===== src/rtl/uart_pkg.sv =====
// rtl/uart_pkg.sv - shared types, encodings and helpers for uart_tx_multi (UART_TX_BREAK_EN adds the BREAK state)
package uart_pkg;

`ifdef UART_TX_BREAK_EN
    typedef enum logic [2:0] {
        ST_IDLE, ST_START, ST_DATA, ST_PARITY, ST_STOP, ST_HOLD, ST_BREAK
    } tx_state_e;
`else
    typedef enum logic [2:0] {
        ST_IDLE, ST_START, ST_DATA, ST_PARITY, ST_STOP, ST_HOLD
    } tx_state_e;
`endif

    localparam logic [1:0] PAR_NONE = 2'b00;
    localparam logic [1:0] PAR_EVEN = 2'b01;
    localparam logic [1:0] PAR_ODD  = 2'b10;
    localparam logic [1:0] PAR_MARK = 2'b11;

    localparam logic [1:0] DBITS_5 = 2'b00;
    localparam logic [1:0] DBITS_6 = 2'b01;
    localparam logic [1:0] DBITS_7 = 2'b10;
    localparam logic [1:0] DBITS_8 = 2'b11;

    localparam int MIN_CLKS_PER_BIT = 2;

    function automatic logic [7:0] data_mask(input logic [1:0] dbits);
        case (dbits)
            DBITS_5: return 8'h1F;
            DBITS_6: return 8'h3F;
            DBITS_7: return 8'h7F;
            default: return 8'hFF;
        endcase
    endfunction

    function automatic logic parity_bit(input logic [7:0] data, input logic [1:0] dbits,
                                        input logic [1:0] par);
        logic x;
        x = ^(data & data_mask(dbits));
        case (par)
            PAR_EVEN: return x;
            PAR_ODD:  return ~x;
            PAR_MARK: return 1'b1;
            default:  return 1'b0;
        endcase
    endfunction

endpackage


===== src/rtl/uart_tx_fifo.sv =====
// rtl/uart_tx_fifo.sv - single-clock byte FIFO with registered read data, level, full and empty
module uart_tx_fifo #(
    parameter  int FIFO_DEPTH = 16,
    localparam int AW         = $clog2(FIFO_DEPTH),
    localparam int LW         = AW + 1
) (
    input  logic          clk_i,
    input  logic          rst_i,
    input  logic          wr_en_i,
    input  logic [7:0]    wr_data_i,
    input  logic          rd_en_i,
    output logic [7:0]    rd_data_o,
    output logic [LW-1:0] level_o,
    output logic          full_o,
    output logic          empty_o
);

    logic [7:0]    mem_q [FIFO_DEPTH];
    logic [AW-1:0] wr_ptr_q, rd_ptr_q;
    logic [LW-1:0] level_q;
    logic [7:0]    rd_data_q;
    logic          do_rd, do_wr;

    assign full_o    = (level_q == LW'(FIFO_DEPTH));
    assign empty_o   = (level_q == '0);
    assign level_o   = level_q;
    assign rd_data_o = rd_data_q;

    // A write into a full FIFO is still accepted when a read frees a slot in the same cycle.
    assign do_rd = rd_en_i && !empty_o;
    assign do_wr = wr_en_i && (!full_o || do_rd);

    always_ff @(posedge clk_i or posedge rst_i) begin
        if (rst_i) begin
            wr_ptr_q  <= '0;
            rd_ptr_q  <= '0;
            level_q   <= '0;
            rd_data_q <= '0;
        end else begin
            if (do_wr) wr_ptr_q <= wr_ptr_q + AW'(1);
            if (do_rd) begin
                rd_ptr_q  <= rd_ptr_q + AW'(1);
                rd_data_q <= mem_q[rd_ptr_q];
            end
            case ({do_wr, do_rd})
                2'b10:   level_q <= level_q + LW'(1);
                2'b01:   level_q <= level_q - LW'(1);
                default: level_q <= level_q;
            endcase
        end
    end

    always_ff @(posedge clk_i) begin
        if (do_wr) mem_q[wr_ptr_q] <= wr_data_i;
    end

endmodule


===== src/rtl/uart_tx_multi.sv =====
// rtl/uart_tx_multi.sv - multi-format UART transmitter with FIFO and RS-485 enable (UART_TX_BREAK_EN adds line break)
module uart_tx_multi
    import uart_pkg::*;
#(
    parameter int FIFO_DEPTH   = 16,
    parameter int DIV_W        = 16,
    parameter int EN_HOLD_CLKS = 8
) (
    input  logic                      i_Clock,
    input  logic                      i_Reset,
    input  logic [DIV_W-1:0]          i_Clks_Per_Bit,
    input  logic [1:0]                i_Data_Bits,
    input  logic [1:0]                i_Parity,
    input  logic                      i_Stop_Bits,
    input  logic                      i_Tx_DV,
    input  logic [7:0]                i_Tx_Byte,
`ifdef UART_TX_BREAK_EN
    input  logic                      i_Break,
`endif
    output logic                      o_Tx_Ready,
    output logic                      o_Tx_Serial,
    output logic                      o_Tx_Enable,
    output logic                      o_Tx_Active,
    output logic                      o_Tx_Done,
    output logic [$clog2(FIFO_DEPTH):0] o_Fifo_Level
);

    localparam logic [DIV_W-1:0] HOLD_LAST = DIV_W'(EN_HOLD_CLKS - 1);
    localparam logic [DIV_W-1:0] MIN_DIV   = DIV_W'(MIN_CLKS_PER_BIT);

    tx_state_e        state_q, state_d;
    logic [DIV_W-1:0] cnt_q, cnt_d, n_q, n_d;
    logic [3:0]       bit_q, bit_d;
    logic [7:0]       shift_q, shift_d;
    logic [1:0]       dbits_q, dbits_d, par_q, par_d;
    logic             stop_q, stop_d, par_bit_q, par_bit_d, done_q, done_d;
    logic             bit_tick, start_frame, fifo_full, fifo_empty;
    logic [7:0]       fifo_rdata;
`ifdef UART_TX_BREAK_EN
    logic             brk_mark_q, brk_mark_d, brk_min_q, brk_min_d, enter_break;
`endif

    uart_tx_fifo #(.FIFO_DEPTH(FIFO_DEPTH)) u_fifo (
        .clk_i     (i_Clock),
        .rst_i     (i_Reset),
        .wr_en_i   (i_Tx_DV),
        .wr_data_i (i_Tx_Byte),
        .rd_en_i   (start_frame),
        .rd_data_o (fifo_rdata),
        .level_o   (o_Fifo_Level),
        .full_o    (fifo_full),
        .empty_o   (fifo_empty)
    );

    assign bit_tick = (cnt_q == n_q - DIV_W'(1));

    always_comb begin
        state_d     = state_q;
        cnt_d       = cnt_q + DIV_W'(1);
        n_d         = n_q;
        bit_d       = bit_q;
        shift_d     = shift_q;
        dbits_d     = dbits_q;
        par_d       = par_q;
        stop_d      = stop_q;
        par_bit_d   = par_bit_q;
        done_d      = 1'b0;
        start_frame = 1'b0;
`ifdef UART_TX_BREAK_EN
        brk_mark_d  = brk_mark_q;
        brk_min_d   = brk_min_q;
        enter_break = 1'b0;
`endif
        case (state_q)
            ST_IDLE: begin
                cnt_d = '0;
`ifdef UART_TX_BREAK_EN
                if (i_Break) enter_break = 1'b1; else
`endif
                if (!fifo_empty) start_frame = 1'b1;
            end
            ST_START: if (bit_tick) begin
                // The popped byte is valid in the FIFO read register from the first START clock.
                cnt_d     = '0;
                bit_d     = '0;
                shift_d   = fifo_rdata & data_mask(dbits_q);
                par_bit_d = parity_bit(fifo_rdata, dbits_q, par_q);
                state_d   = ST_DATA;
            end
            ST_DATA: if (bit_tick) begin
                cnt_d   = '0;
                shift_d = shift_q >> 1;
                if (bit_q == ({2'b00, dbits_q} + 4'd4)) begin
                    bit_d   = '0;
                    state_d = (par_q == PAR_NONE) ? ST_STOP : ST_PARITY;
                end else begin
                    bit_d = bit_q + 4'd1;
                end
            end
            ST_PARITY: if (bit_tick) begin
                cnt_d   = '0;
                bit_d   = '0;
                state_d = ST_STOP;
            end
            ST_STOP: if (bit_tick) begin
                cnt_d = '0;
                if (bit_q[0] == stop_q) begin
                    done_d = 1'b1;
                    if (!fifo_empty) start_frame = 1'b1;
                    else             state_d = ST_HOLD;
                end else begin
                    bit_d = bit_q + 4'd1;
                end
            end
            ST_HOLD: begin
`ifdef UART_TX_BREAK_EN
                if (i_Break) enter_break = 1'b1; else
`endif
                if (!fifo_empty) start_frame = 1'b1;
                else if (cnt_q == HOLD_LAST) begin
                    cnt_d   = '0;
                    state_d = ST_IDLE;
                end
            end
`ifdef UART_TX_BREAK_EN
            ST_BREAK: begin
                if (!brk_mark_q) begin
                    // bit_q counts completed bit periods of the low phase, saturating at the 11th.
                    if (bit_tick) begin
                        cnt_d = '0;
                        if (bit_q == 4'd10) brk_min_d = 1'b1;
                        else                bit_d = bit_q + 4'd1;
                    end
                    if ((brk_min_q || (bit_tick && bit_q == 4'd10)) && !i_Break) begin
                        brk_mark_d = 1'b1;
                        cnt_d      = '0;
                    end
                end else if (bit_tick) begin
                    cnt_d      = '0;
                    brk_mark_d = 1'b0;
                    if (!fifo_empty) start_frame = 1'b1;
                    else             state_d = ST_IDLE;
                end
            end
`endif
            default: state_d = ST_IDLE;
        endcase
`ifdef UART_TX_BREAK_EN
        if (enter_break) begin
            state_d    = ST_BREAK;
            n_d        = (i_Clks_Per_Bit < MIN_DIV) ? MIN_DIV : i_Clks_Per_Bit;
            cnt_d      = '0;
            bit_d      = '0;
            brk_mark_d = 1'b0;
            brk_min_d  = 1'b0;
        end
`endif
        if (start_frame) begin
            state_d = ST_START;
            cnt_d   = '0;
            n_d     = (i_Clks_Per_Bit < MIN_DIV) ? MIN_DIV : i_Clks_Per_Bit;
            dbits_d = i_Data_Bits;
            par_d   = i_Parity;
            stop_d  = i_Stop_Bits;
        end
    end

    always_ff @(posedge i_Clock or posedge i_Reset) begin
        if (i_Reset) begin
            state_q   <= ST_IDLE;
            cnt_q     <= '0;
            n_q       <= MIN_DIV;
            bit_q     <= '0;
            shift_q   <= '0;
            dbits_q   <= DBITS_8;
            par_q     <= PAR_NONE;
            stop_q    <= 1'b0;
            par_bit_q <= 1'b0;
            done_q    <= 1'b0;
`ifdef UART_TX_BREAK_EN
            brk_mark_q <= 1'b0;
            brk_min_q  <= 1'b0;
`endif
        end else begin
            state_q   <= state_d;
            cnt_q     <= cnt_d;
            n_q       <= n_d;
            bit_q     <= bit_d;
            shift_q   <= shift_d;
            dbits_q   <= dbits_d;
            par_q     <= par_d;
            stop_q    <= stop_d;
            par_bit_q <= par_bit_d;
            done_q    <= done_d;
`ifdef UART_TX_BREAK_EN
            brk_mark_q <= brk_mark_d;
            brk_min_q  <= brk_min_d;
`endif
        end
    end

    always_comb begin
        o_Tx_Serial = 1'b1;
        case (state_q)
            ST_START:  o_Tx_Serial = 1'b0;
            ST_DATA:   o_Tx_Serial = shift_q[0];
            ST_PARITY: o_Tx_Serial = par_bit_q;
`ifdef UART_TX_BREAK_EN
            ST_BREAK:  o_Tx_Serial = brk_mark_q;
`endif
            default:   o_Tx_Serial = 1'b1;
        endcase
    end

    assign o_Tx_Enable = (state_q != ST_IDLE);
    assign o_Tx_Active = (state_q == ST_START) || (state_q == ST_DATA) ||
                         (state_q == ST_PARITY) || (state_q == ST_STOP);
    assign o_Tx_Done   = done_q;
    assign o_Tx_Ready  = !fifo_full;

endmodule


===== config.mk =====
export PLATFORM = sky130hd
export DESIGN_NAME = uart_tx_multi
export DESIGN_NICKNAME = d
export VERILOG_FILES = /design/src/rtl/uart_pkg.sv /design/src/rtl/uart_tx_fifo.sv /design/src/rtl/uart_tx_multi.sv
export SDC_FILE = /design/constraint.sdc
export NUM_CORES = 1
export LEC_CHECK = 0
export ABC_AREA = 1
export CORE_MARGIN = 4
export CORE_UTILIZATION = 50
export DETAILED_ROUTE_END_ITERATION = 8
export DONT_BUFFER_PORTS = 1
export HOLD_SLACK_MARGIN = 0.03
export PLACE_DENSITY = 0.8
export SETUP_SLACK_MARGIN = 0.05
export SYNTH_ARGS = -nofsm -noshare
export SYNTH_HDL_FRONTEND = slang
export SYNTH_SLANG_ARGS = --single-unit
export TNS_END_PERCENT = 10

===== constraint.sdc =====
create_clock -name i_Clock -period 3.61 [get_ports i_Clock]
set_clock_uncertainty 0.15 [all_clocks]
set_input_delay 0.722 -clock i_Clock [delete_from_list [all_inputs] [get_ports i_Clock]]
set_output_delay 0.722 -clock i_Clock [all_outputs]
set_load 0.005 [all_outputs]

==> impl_metrics.csv <==
group,metric,value,unit
run_status,status,"finished, final reports clean",
logic_synthesis,ys_top_cells_by_area,"edfxtp_1, dfrtp_1, nand2_1, nor2_1, o21ai_0",
grt,grt_pass1_vias,6948,
clock_network,tritoncts,"done",
clock_network,htree_levels,1,
sta,hold_viol,0,
logic_synthesis,synth_cell_type_count,39,
grt,grt_overflow,0,
pwr,p_leak,4.58,nW
setup_path,path_max_fanout,3,
die,die_y,147,um
pwr,share_comb_of_total_power,0.390,
finish,fin_util,0.582,
setup_path,path_class,"reg2reg",
die,rows,50,
placement,gp_congestion,0.888,
sta,relSlewSlack,0.529,
logic_synthesis,yosysSeqAreaShare,0.589,
detailed_routing,drcViolationCount,0,
sta,setup_viol,0,
finish,drive_gt1_frac,0.0992,
sta,finalMaxSlewViolations,0,
detailed_routing,vias,7405,
pwr,power_switching,3.62,mW
sta,rsz0062_at_grt,"yes",
clock_network,clockRootBuffer,"clkbuf_16",
setup_path,worst-r2r-cell-count,25,
pwr,power.density,818,nW/um2
finish,mostFrequentLayoutCells,"nand2_1, edfxtp_1, nor2_1, inv_1, o21ai_0",
clock_network,clk_pin_slew,60,ps
die,core-area,18900,um2
pwr,peakVddDrop,0.464,mV
placement,place_area,10100,um2
sta,max_freq,286,MHz
clock_network,cts_made_buffers,22,
detailed_routing,routed_via_density,5.53,
pwr,swShare,0.402,
pwr,pwr-share-seq,0.364,
hold_path,hold_end,"u_fifo.mem_q[13][3]",
placement,io_buffer_count,0,
die,io_pins,42,
grt,grt_usage,0.205,
sta,setup_ws,113,ps
sta,min_period,3500,ps
logic_synthesis,synth_top_cell_by_area,"edfxtp_1",
hold_path,min_from,"i_Tx_Byte[3]",
logic_synthesis,netlist_area,9720,um2
finish,finalInstanceArea,11000,um2
setup_path,end_kind,"flop",
pwr,internal_power,5.38,mW
setup_path,crit_arrival,3760,ps
setup_path,r2r-end,"u_fifo.level_o[4]",
setup_path,rrSetupSlack,110,ps
finish,antenna_cells,0,
placement,post-place-ws,-21.3,ps
detailed_routing,ant_nets,0,
sta,worst_pin_slew,706,ps
logic_synthesis,synth_top_area_frac,0.395,
logic_synthesis,syn-num-nets,1083,
finish,layout.nets,1107,
finish,area_growth,13.1,%
grt,grt_max_degree,67,
clock_network,clock_latency,530,ps
logic_synthesis,synth_seq_cells,203,
detailed_routing,wire_per_inst,17.0,um
die,die_w,147,um
placement,hpwl,14700,um
pwr,total_power,8.99,mW
clock_network,clk_path_buf_depth,3,
setup_path,start_kind,"flop",
sta,period_share,0.969,
detailed_routing,drtIter0Drc,631,
die,start_util,0.515,
grt,antenna_found_initial,0,
grt,grt_pass1_wl,36100,um
detailed_routing,drt-pass1-iter-count,5,
logic_synthesis,yosys_warnings,0,
setup_path,r2r-start,"n_q[1]",
hold_path,worst_hold_path_type,"in2reg",
pwr,p_clk_frac,0.246,
die,die_area,21700,um2
logic_synthesis,syn_area_per_cell,9.36,um2
hold_path,hold_depth,0,
setup_path,critPathRequiredTime,3870,ps
finish,layout_commonest_cell,"nand2_1",
clock_network,cts_sinks,203,
logic_synthesis,netlist_instances,1039,
detailed_routing,wirelength,22700,um
flow_run,cap_violations,0,
## flip-flops by register name, summed over array words and instances, names as in the netlist, 2 cells and up
signal and flops:
u_fifo.level_o 5, bit_q 4, state_q 3, u_fifo.rd_ptr_q 4, par_q 2, dbits_q 2, u_fifo.rd_data_o 8, u_fifo.mem_q 128
shift_q 8, n_q 16, cnt_q 16, u_fifo.wr_ptr_q 4
## metrics by stage
| step | cells | hold slack, ps | setup TNS (ps) |
|---|---|---|---|
| finish | 1339 | 137 | 0 |
| global route | 1339 | 117 | -59.9 |
| CTS | 1335 | 121 | 0 |
| detailed placement | 1294 | 315 | -21.3 |
| global placement | 1294 | 307 | 0 |
| floorplan | 1039 | 292 | 0 |
## area by class of cell
cell class	instances	area (um2)
clock buffers	27	569
clock inverters	13	148
fillers	1587	7890
inverters	84	317
multi-input cells	716	3620
flip-flops and latches	203	5730
well taps	260	325
repair buffers	36	298
## power by group through the flow
stage | clock network (mW) | logic, mW | registers [mW]
floorplan | 0 | 2.56 | 3.17
global placement | 0 | 3.17 | 3.29
detailed placement | 0 | 3.26 | 3.30
CTS | 2.24 | 3.30 | 3.26
global route | 2.36 | 3.94 | 3.32
finish | 2.21 | 3.51 | 3.27
## cells in the mapped netlist
| cell | n |
|---|---|
| a21o_1 | 1 |
| a21oi_1 | 30 |
| a221oi_1 | 10 |
| a31oi_1 | 2 |
| and2_1 | 1 |
| and3_1 | 2 |
| buf_1 | 4 |
| buf_2 | 7 |
| buf_4 | 3 |
| buf_6 | 3 |
| clkbuf_1 | 19 |
| clkinv_1 | 1 |
| dfrtp_1 | 72 |
| dfstp_2 | 3 |
| edfxtp_1 | 128 |
| ha_1 | 12 |
| inv_1 | 82 |
| inv_2 | 1 |
| mux2i_1 | 1 |
| nand2_1 | 297 |
| nand2_2 | 5 |
| nand3_1 | 47 |
| nand3_2 | 2 |
| nand3b_1 | 6 |
| nand4_1 | 17 |
| nor2_1 | 121 |
| nor2_2 | 3 |
| nor2_4 | 3 |
| nor3_1 | 8 |
| nor4_1 | 5 |
| o211ai_1 | 2 |
| o21ai_0 | 74 |
| o21bai_1 | 1 |
| o221ai_1 | 6 |
| o22ai_1 | 10 |
| o31ai_1 | 1 |
| or2_2 | 2 |
| xnor2_1 | 22 |
| xor2_1 | 25 |
## repair_timing
item                                    4_1_cts  5_1_grt
endpoints found under the setup margin        1        1
setup buffers                                 0        4
resized for setup                             6       25
hold buffers                                  1        0
endpoints found under the hold margin        26        0
pin swaps                                     0       15
## how the worst max path moves through the flow
stage / startpoint / to / cells after the start / slack [ps]
2_1_floorplan: n_q[1] / u_fifo.level_o[4] / 26 / 60
3_3_place_gp: n_q[1] / u_fifo.level_o[4] / 25 / 100
3_5_place_dp: n_q[1] / u_fifo.level_o[4] / 25 / -20
4_1_cts: n_q[1] / u_fifo.level_o[4] / 26 / 70
5_1_grt: n_q[1] / u_fifo.level_o[4] / 25 / -50
6_report: n_q[1] / u_fifo.level_o[4] / 25 / 110
## per-layer routing
layer | up-vias | wire (um) | track usage
met5 | - | 0 | 0
met4 | 0 | 405 | 0.0550
met3 | 35 | 1730 | 0.0334
met2 | 312 | 11200 | 0.348
met1 | 3536 | 9430 | 0.276
li1 | 3522 | - | -
## worst max-delay path, cell delays in order (launching register included)
cell and delay, ps:
dfstp_2 550, inv_2 60, ha_4 260, inv_2 30, nand2_2 40, nand2_2 70, nor2_4 110, nand2_1 60
nor2_1 110, nand2_1 70, nor2_2 130, nand3_2 100, nor2_4 120, nand2_4 90, nand3_4 120, nand2_4 80
ha_4 170, xor2_2 150, ha_2 200, nor2_4 130, o21ai_2 70, a21oi_2 140, inv_2 60, o21ai_2 150
a21oi_2 50, xor2_1 140
## logic make-up after synthesis
group	synth area share
AO/OA/AOI/OAI	0.0795
XOR/XNOR	0.0423
adder cells (fa/ha/maj)	0.0154
buffers and inverters	0.0507
flip-flops	0.589
multiplexers	0.00103
AND/OR/NAND/NOR	0.222
(Power assumes the default switching activity.)
